`src/rtl/add_seq_ctrl_if.sv`:
```
// Request/result bundle for the byte-serial add/subtract controller.
// The master drives requests and result acceptance; the slave is the controller.
interface add_seq_ctrl_if #(
  parameter int NBYTES = 4
) ();
  logic                  in_valid;
  logic                  in_ready;
  logic [8*NBYTES-1:0]   a;
  logic [8*NBYTES-1:0]   b;
  logic                  sub;
  logic                  out_valid;
  logic                  out_ready;
  logic [8*NBYTES-1:0]   sum;
  logic                  cout;
  logic                  ovf;
  logic                  busy;

  modport master (
    output in_valid, a, b, sub, out_ready,
    input  in_ready, out_valid, sum, cout, ovf, busy
  );

  modport slave (
    input  in_valid, a, b, sub, out_ready,
    output in_ready, out_valid, sum, cout, ovf, busy
  );
endinterface

```
`src/rtl/add_seq_ctrl.sv`:
```
// Byte-serial add/subtract controller: one 8-bit ripple-carry adder is reused
// once per clock, LSB byte first, behind a valid/ready request/result handshake.
module full_adder_RCA8bit (
  input  logic [7:0] a_i,
  input  logic [7:0] b_i,
  input  logic       cin_i,
  output logic [7:0] sum_o,
  output logic       cout_o
);
  // Ripple the carry bit by bit through eight full adders.
  always_comb begin
    logic [8:0] c;
    c     = 9'd0;
    c[0]  = cin_i;
    sum_o = 8'd0;
    for (int i = 0; i < 8; i++) begin
      sum_o[i] = a_i[i] ^ b_i[i] ^ c[i];
      c[i+1]   = (a_i[i] & b_i[i]) | (c[i] & (a_i[i] ^ b_i[i]));
    end
    cout_o = c[8];
  end
endmodule

module add_seq_ctrl #(
  parameter int NBYTES = 4
) (
  input logic          clk,
  input logic          rst_n,
  add_seq_ctrl_if.slave bus
);
  localparam int IDXW = (NBYTES > 1) ? $clog2(NBYTES) : 1;
  localparam logic [IDXW-1:0] LAST_IDX = IDXW'(NBYTES - 1);

  typedef enum logic [1:0] {
    IDLE = 2'd0,
    RUN  = 2'd1,
    DONE = 2'd2
  } state_t;

  state_t                  state_q, state_d;
  logic [IDXW-1:0]         idx_q, idx_d;
  logic                    carry_q, carry_d;
  logic [NBYTES-1:0][7:0]  a_q, a_d;
  logic [NBYTES-1:0][7:0]  b_q, b_d;
  logic [NBYTES-1:0][7:0]  sum_q, sum_d;
  logic                    sub_q, sub_d;
  logic                    cout_q, cout_d;
  logic                    ovf_q, ovf_d;

  logic [7:0]              add_a_s;
  logic [7:0]              add_b_s;
  logic [7:0]              add_sum_s;
  logic                    add_cout_s;
  logic                    msb_cin_s;

  // Subtraction is A + ~B + 1: B is inverted here and the +1 enters as the initial carry.
  assign add_a_s = a_q[idx_q];
  assign add_b_s = sub_q ? ~b_q[idx_q] : b_q[idx_q];

  full_adder_RCA8bit u_adder (
    .a_i    (add_a_s),
    .b_i    (add_b_s),
    .cin_i  (carry_q),
    .sum_o  (add_sum_s),
    .cout_o (add_cout_s)
  );

  // Carry into bit 7 recovered from the sum bit, so the adder needs no extra port.
  assign msb_cin_s = add_sum_s[7] ^ add_a_s[7] ^ add_b_s[7];

  assign bus.in_ready  = (state_q == IDLE);
  assign bus.busy      = (state_q != IDLE);
  assign bus.out_valid = (state_q == DONE);
  assign bus.sum       = sum_q;
  assign bus.cout      = cout_q;
  assign bus.ovf       = ovf_q;

  // Next-state and datapath updates for the IDLE -> RUN -> DONE sequence.
  always_comb begin
    state_d = state_q;
    idx_d   = idx_q;
    carry_d = carry_q;
    a_d     = a_q;
    b_d     = b_q;
    sub_d   = sub_q;
    sum_d   = sum_q;
    cout_d  = cout_q;
    ovf_d   = ovf_q;
    case (state_q)
      IDLE: begin
        if (bus.in_valid) begin
          a_d     = bus.a;
          b_d     = bus.b;
          sub_d   = bus.sub;
          idx_d   = '0;
          carry_d = bus.sub;
          state_d = RUN;
        end else begin
          state_d = IDLE;
        end
      end
      RUN: begin
        sum_d[idx_q] = add_sum_s;
        carry_d      = add_cout_s;
        if (idx_q == LAST_IDX) begin
          cout_d  = add_cout_s;
          ovf_d   = msb_cin_s ^ add_cout_s;
          idx_d   = '0;
          state_d = DONE;
        end else begin
          idx_d   = idx_q + IDXW'(1'b1);
          state_d = RUN;
        end
      end
      DONE: begin
        if (bus.out_ready) begin
          state_d = IDLE;
        end else begin
          state_d = DONE;
        end
      end
      default: begin
        state_d = IDLE;
      end
    endcase
  end

  // State and datapath registers; reset aborts any operation in flight.
  always_ff @(posedge clk or negedge rst_n) begin
    if (!rst_n) begin
      state_q <= IDLE;
      idx_q   <= '0;
      carry_q <= 1'b0;
      a_q     <= '0;
      b_q     <= '0;
      sub_q   <= 1'b0;
      sum_q   <= '0;
      cout_q  <= 1'b0;
      ovf_q   <= 1'b0;
    end else begin
      state_q <= state_d;
      idx_q   <= idx_d;
      carry_q <= carry_d;
      a_q     <= a_d;
      b_q     <= b_d;
      sub_q   <= sub_d;
      sum_q   <= sum_d;
      cout_q  <= cout_d;
      ovf_q   <= ovf_d;
    end
  end
endmodule

```
`src/flat_wrapper.sv`:
```
// flat-port wrapper written by rule: the top's interface ports become plain ports
module add_seq_ctrl_flat 
#(
  parameter int NBYTES = 4
)
  (clk, rst_n, bus_in_valid, bus_a, bus_b, bus_sub, bus_out_ready, bus_in_ready, bus_out_valid, bus_sum, bus_cout, bus_ovf, bus_busy);
  add_seq_ctrl_if #(.NBYTES(NBYTES)) bus_i ();
  input logic clk;
  input logic rst_n;
  input wire logic [$bits(bus_i.in_valid)-1:0] bus_in_valid;
  input wire logic [$bits(bus_i.a)-1:0] bus_a;
  input wire logic [$bits(bus_i.b)-1:0] bus_b;
  input wire logic [$bits(bus_i.sub)-1:0] bus_sub;
  input wire logic [$bits(bus_i.out_ready)-1:0] bus_out_ready;
  output wire logic [$bits(bus_i.in_ready)-1:0] bus_in_ready;
  output wire logic [$bits(bus_i.out_valid)-1:0] bus_out_valid;
  output wire logic [$bits(bus_i.sum)-1:0] bus_sum;
  output wire logic [$bits(bus_i.cout)-1:0] bus_cout;
  output wire logic [$bits(bus_i.ovf)-1:0] bus_ovf;
  output wire logic [$bits(bus_i.busy)-1:0] bus_busy;
  assign bus_i.in_valid = bus_in_valid;
  assign bus_i.a = bus_a;
  assign bus_i.b = bus_b;
  assign bus_i.sub = bus_sub;
  assign bus_i.out_ready = bus_out_ready;
  assign bus_in_ready = bus_i.in_ready;
  assign bus_out_valid = bus_i.out_valid;
  assign bus_sum = bus_i.sum;
  assign bus_cout = bus_i.cout;
  assign bus_ovf = bus_i.ovf;
  assign bus_busy = bus_i.busy;
  add_seq_ctrl #(.NBYTES(NBYTES)) u_core (.clk(clk), .rst_n(rst_n), .bus(bus_i));
endmodule
```
`config.mk`:
```
export PLATFORM = sky130hd
export DESIGN_NAME = add_seq_ctrl_flat
export DESIGN_NICKNAME = d
export VERILOG_FILES = /design/src/rtl/add_seq_ctrl_if.sv /design/src/rtl/add_seq_ctrl.sv /design/src/flat_wrapper.sv
export SDC_FILE = /design/constraint.sdc
export NUM_CORES = 1
export LEC_CHECK = 0
export CELL_PAD_IN_SITES_DETAIL_PLACEMENT = 0
export CELL_PAD_IN_SITES_GLOBAL_PLACEMENT = 1
export CORE_ASPECT_RATIO = 0.9
export CORE_UTILIZATION = 41
export CTS_CLUSTER_DIAMETER = 200
export CTS_CLUSTER_SIZE = 24
export DETAILED_ROUTE_END_ITERATION = 7
export PLACE_DENSITY = 0.87
export SETUP_SLACK_MARGIN = 0.5
export SLEW_MARGIN = 25
export SYNTH_ARGS = -nofsm -noshare
export SYNTH_HDL_FRONTEND = slang
export SYNTH_SLANG_ARGS = --single-unit
```
`constraint.sdc`:
```
create_clock -name clk -period 5.75 [get_ports clk]
set_clock_uncertainty 0.1 [all_clocks]
set_input_delay 1.15 -clock clk [delete_from_list [all_inputs] [get_ports clk]]
set_output_delay 1.15 -clock clk [all_outputs]
set_load 0.005 [all_outputs]
```
==> results of run 1 <==
==> Yosys cell counts, drive strengths merged <==
library cell  instances  area, sq um
dfrtp               104         2600
mux2                 75          845
nand2                29          109
o21ai                26          130
mux4                 16          387
inv                  12         45.0
buf                  11         72.6
fa                    8          160
xnor2                 8         77.6
clkbuf                5         18.8
ha                    4         50.1
xor2                  3         26.3
a21oi                 2         10.0
a22o                  2         17.5
and2                  1         6.26
and3b                 1         8.76
nand2b                1         6.26
nor2                  1         3.75
nor2b                 1         6.26
o21bai                1         7.51
or2                   1         6.26
==> stage by stage <==
| step | cell area (sq um) | instances | setup WS [ns] | utilization |
|---|---|---|---|---|
| 3_5_place_dp | 5770 | 557 | 0.554 | 0.532 |
| 4_1_cts | 6070 | 573 | 0.520 | 0.559 |
| 3_3_place_gp | 5770 | 557 | 0.665 | 0.532 |
| 6_report | 6110 | 575 | 0.697 | 0.563 |
| 2_1_floorplan | 4600 | 312 | 0.628 | - |
| 5_1_grt | 6110 | 575 | 0.532 | 0.563 |
==> power by group <==
group | leakage [nW] | total [mW] | switching (mW) | internal [mW]
Sequential | 1.25 | 1.34 | 0.218 | 1.12
Combinational | 1.17 | 2.48 | 1.09 | 1.38
Clock | 0.147 | 0.601 | 0.284 | 0.317
==> worst paths after layout <==
kind                                   start                 end  slack, ns  cells after the start
max                          u_core.idx_q[0]      u_core.bus.ovf       0.70                     15
min                        u_core.bus.sum[1]   u_core.bus.sum[1]       0.39                      2
max reg2reg                  u_core.idx_q[0]      u_core.bus.ovf       0.70                     15
min reg2reg                u_core.bus.sum[1]   u_core.bus.sum[1]       0.39                      2
max in group asynchronous              rst_n     u_core.idx_q[0]       3.71                      2
min in group asynchronous              rst_n  u_core.bus.sum[11]       0.75                      1
==> what timing repair did <==
action / CTS / global route
hold buffers: 0 / 0
setup endpoints to repair: 0 / 1
setup buffers: 0 / 2
resized for setup: 0 / 9
==> sequential cells by signal, summed over array words and instances (netlist names) <==
signal,count
u_core.bus.cout,1
u_core.a_q,32
u_core.idx_q,2
u_core.carry_q,1
u_core.bus.sum,32
u_core.sub_q,1
u_core.bus.ovf,1
u_core.state_q,2
u_core.b_q,32
==> tightest hold or removal path: cells and delay by family (launching register included) <==
family | cells | cell delay (ns)
AO/OA/AOI/OAI | 1 | 0.06
AND/OR/NAND/NOR | 1 | 0.04
flip-flops | 1 | 0.35
==> cells in the final DEF (no fill, tap or decap), types with 2 or more instances in the layout <==
master / n
a22o_1: 2
mux2_2: 75
clkbuf_16: 9
inv_6: 2
xor2_1: 2
mux4_2: 10
xnor2_1: 7
o21ai_0: 26
a21oi_1: 2
inv_1: 12
clkinv_4: 2
dfrtp_1: 103
clkdlybuf4s50_1: 104
inv_8: 2
buf_4: 6
fa_2: 4
ha_1: 4
nand2_1: 29
fa_1: 4
mux4_1: 6
==> cell families after synthesis <==
logic type | count (synthesis)
fa+ha+maj | 12
simple gates | 35
flops | 104
xor+xnor | 11
buf+inv | 28
compound gates | 31
mux | 91
==> area by class of cell <==
cell class | instances | share of cell area
clock buffers | 10 | 0.0391
clock inverters | 6 | 0.00942
inverters | 12 | 0.00737
multi-input cells | 180 | 0.306
flip-flops and latches | 104 | 0.426
well taps | 152 | 0.0311
repair buffers | 111 | 0.180
==> layer usage <==
metal / track usage / share of wire / vias to the layer above
met3: 0.0480 / 0.047 / 4
met4: 0.0304 / 0.0041 / 0
met5: 0 / 0 / -
li1: - / - / 1303
met1: 0.249 / 0.45 / 1446
met2: 0.296 / 0.50 / 84
==> results.ini, run 1 <==
[critical_path]
start_kind = flip-flop
arrival_ns = 5.18
critPathTopFamily = adder cells
crit_buf_inv = 1
end_kind = flip-flop
critPathMaxFanout = 4
path_class = reg2reg
critPathRequiredTime_ns = 5.88
cpMaxStageDelayCell = mux4_2
crit_chain = mux4_2 > xnor2_1 > fa_1 > fa_1 > fa_2 > fa_2 > fa_1 > fa_1 > inv_1 > fa_2 > fa_2 > xor2_2 > xnor2_2 > xnor2_1 > mux2_2
cp_slowest_stage_delay_ns = 0.53

[global_route]
grt_pass1_vias = 2970
overflow = 0
grtUsageTotal = 0.181
antenna_found_initial = 0
grt_max_degree = 57
grt_pass1_wl_mm = 15.8

[timing]
whs_ns = 0.386
finalHoldViolCount = 0
maxSlewHeadroom = 0.382
fin_crit_ns = 5.05
max_clock_freq_mhz = 198
worst_pin_slew_ns = 0.927
finalMaxSlewViolations = 0
period_share = 0.879
setup_tns_ns = 0
rsz0062_at_grt = no
setup_viol = 0

[synthesis]
synth_xor_area_frac = 0.0226
syn_inst = 312
synth_top_family_by_area = multiplexers
synth_fp_nets = 393
synth-seq-cells = 104
ys_seq_area_frac = 0.566
synth_cell_types = 26
synth-simple-area-share = 0.0319
synth.avg_cell_area_sq_um = 14.7
synth-compound-area-share = 0.0359
muxShareOfSynthArea = 0.268
ys.warnings.count = 0
synthAdderAreaFrac = 0.0457
syn_area_sq_um = 4600

[routing]
detail_route.wl_per_cell_um = 17.0
drt_iter0_markers = 147
antenna_left = 0
post-route-drc-count = 0
finalWirelength_mm = 9.79
num_vias = 2837
avgViaCountPerCell = 4.93
drt-pass1-iter-count = 4

[die]
ios = 106
rows = 36
die_h_um = 102
die_w_um = 114
initial_utilization = 0.423
die_area_sq_um = 11600
core_area_sq_um = 10900

[power_and_ir_drop]
power_density_nw_per_um2 = 723
worst_ir_drop_vdd_mv = 0.358
power.total_mw = 4.42
leakagePower_nw = 2.56

[cells_and_area]
areaGrowthSynthToFinish_pct = 32.9
drive_above_1_share = 0.277
antennaDiodeCount = 0
nets = 499
multi_input_area_sq_um = 1870
ff_latch_area_sq_um = 2600
final.fill_count = 921

[cts]
clockBufferDepth = 2
root_buffer = clkbuf_16
cts_tree = done
h-tree-depth = 3
clkSinkCount = 104
cts.clk_slew.worst_paths_ns = 0.08
clk_latency_ns = 0.34
cts_buffers = 9

[placement]
dp_hpwl_mm = 7.30
gp_congestion = 0.787
port_buffers = 105

[flow_run]
cap_viol_max_count = 0

[status]
outcome = complete, no violations

[hold_path]
hp-class = reg2reg

(Power assumes the default switching activity.)
==> inputs of run 2 (changes only) <==
- GPL_ROUTABILITY_DRIVEN: not set -> 0
- REMOVE_ABC_BUFFERS: not set -> 1
==> results.ini, run 2 (synthesized netlist as in run 1, its figures left out) <==
[power_and_ir_drop]
power.total_mw = 4.33
power_density_nw_per_um2 = 711
pwr-share-comb = 0.551
pwr-share-clk = 0.140
pwr-share-seq = 0.309
switching_share = 0.355
leakagePower_nw = 2.56
switchingPower_mw = 1.54
worst_ir_drop_vdd_mv = 0.332
p_int_mw = 2.79

[routing]
finalWirelength_mm = 9.44
avgViaCountPerCell = 4.90
antenna_left = 0
num_vias = 2804
detail_route.wl_per_cell_um = 16.5
drt-pass1-iter-count = 4
drt_iter0_markers = 102
post-route-drc-count = 0

[placement]
port_buffers = 105
dp_hpwl_mm = 6.94

[cells_and_area]
final.fill_count = 921
areaGrowthSynthToFinish_pct = 32.6
nets = 498
final_cell_mix = clkdlybuf4s50_1, dfrtp_1, mux2_2, nand2_1, o21ai_0
antennaDiodeCount = 0
drive_above_1_share = 0.264

[timing]
finalHoldViolCount = 0
fin_crit_ns = 5.12
max_clock_freq_mhz = 195
rsz0062_at_grt = no
setup_tns_ns = 0
worst_pin_slew_ns = 0.946
maxSlewHeadroom = 0.369
finalMaxSlewViolations = 0
period_share = 0.890
setup_viol = 0

[critical_path]
start_kind = flip-flop
critPathMaxFanout = 2
critPathRequiredTime_ns = 5.87
cp_slowest_stage_delay_ns = 0.57
end_kind = flip-flop
crit_chain = mux4_1 > xnor2_1 > fa_1 > fa_1 > fa_2 > fa_1 > fa_1 > fa_1 > inv_1 > fa_2 > fa_2 > xor2_2 > xnor2_2 > xnor2_1 > mux2_2
cpMaxStageDelayCell = mux4_1
arrival_ns = 5.24
crit_top_cell = fa_1
path_class = reg2reg

[global_route]
overflow = 0
grtUsageTotal = 0.172
grt_pass1_wl_mm = 15.1
grt_max_degree = 57
antenna_found_initial = 0
grt_pass1_vias = 2889

[hold_path]
hp-class = reg2reg

[cts]
cts_tree = done
clockBufferDepth = 2
cts.clk_slew.worst_paths_ns = 0.07
clk_latency_ns = 0.33
cts_hold_buf = 0
clkSinkCount = 104
cts_buffers = 9
root_buffer = clkbuf_16
h-tree-depth = 3

[die]
die_area_sq_um = 11600
die_h_um = 102
initial_utilization = 0.423
ios = 106
die_w_um = 114
rows = 36
core_area_sq_um = 10900

[status]
outcome = complete, no violations

[flow_run]
cap_viol_max_count = 0

-- run 2: critical path, delay by kind of cell (launching register included) --
family,cells,cell delay (ns)
adders and majority gates,8,3.03
muxes,2,0.84
xor gates and xnor gates,4,0.60
buffers and inverters,1,0.08
DFF,1,0.37
-- run 2: per-stage QoR --
| step | worst slack [ns] | utilization | hold WS, ns | cells | instance area (sq um) |
|---|---|---|---|---|---|
| 5_1_grt | 0.498 | 0.561 | 0.407 | 572 | 6090 |
| 4_1_cts | 0.513 | 0.559 | 0.387 | 571 | 6070 |
| 2_1_floorplan | 0.206 | - | 0.350 | 296 | 4500 |
| 6_report | 0.631 | 0.561 | 0.382 | 572 | 6090 |
| 3_3_place_gp | 0.587 | 0.532 | 0.363 | 557 | 5770 |
| 3_5_place_dp | 0.457 | 0.532 | 0.371 | 557 | 5770 |
-- run 2: area by class of cell --
type / count / area, sq um / share of cell area
sequential: 104 / 2600 / 0.427
clock buffer: 10 / 239 / 0.0392
clock inverter: 4 / 55.1 / 0.00903
inverter: 12 / 45.0 / 0.00739
timing repair buffer: 110 / 1090 / 0.179
tap: 152 / 190 / 0.0312
multi-input combinational: 180 / 1870 / 0.307
-- run 2: path summary, 6_finish.rpt --
check	startpoint	end	slack, ns	cells after the start
max in group asynchronous	rst_n	u_core.a_q[13]	3.68	2
min in group asynchronous	rst_n	u_core.a_q[7]	0.72	1
setup reg to reg	u_core.idx_q[0]	u_core.bus.ovf	0.63	15
hold reg to reg	u_core.bus.sum[10]	u_core.bus.sum[10]	0.38	2
setup / recovery	u_core.idx_q[0]	u_core.bus.ovf	0.63	15
hold / removal	u_core.bus.sum[10]	u_core.bus.sum[10]	0.38	2
-- run 2: what timing repair did --
action / CTS / global route
resized for setup: 1 / 4
endpoints found under the setup margin: 1 / 1
setup buffers: 0 / 1
endpoints found under the hold margin: 0 / 0
pin swaps: 1 / 1
-- run 2: metal layers --
metal | vias up | GRT usage | share of wire
met2 | 73 | 0.286 | 0.48
met5 | - | 0 | 0
met4 | 0 | 0.0425 | 0.0093
met3 | 8 | 0.0344 | 0.041
li1 | 1301 | - | -
met1 | 1422 | 0.234 | 0.47
-- run 2: power by group through the flow --
stage	combinational, mW	sequential [mW]	clock (mW)
detailed placement	2.31	1.35	0
CTS	2.31	1.34	0.623
global placement	2.24	1.33	0
finish	2.38	1.34	0.608
global route	2.64	1.39	0.654
floorplan	1.51	1.32	0
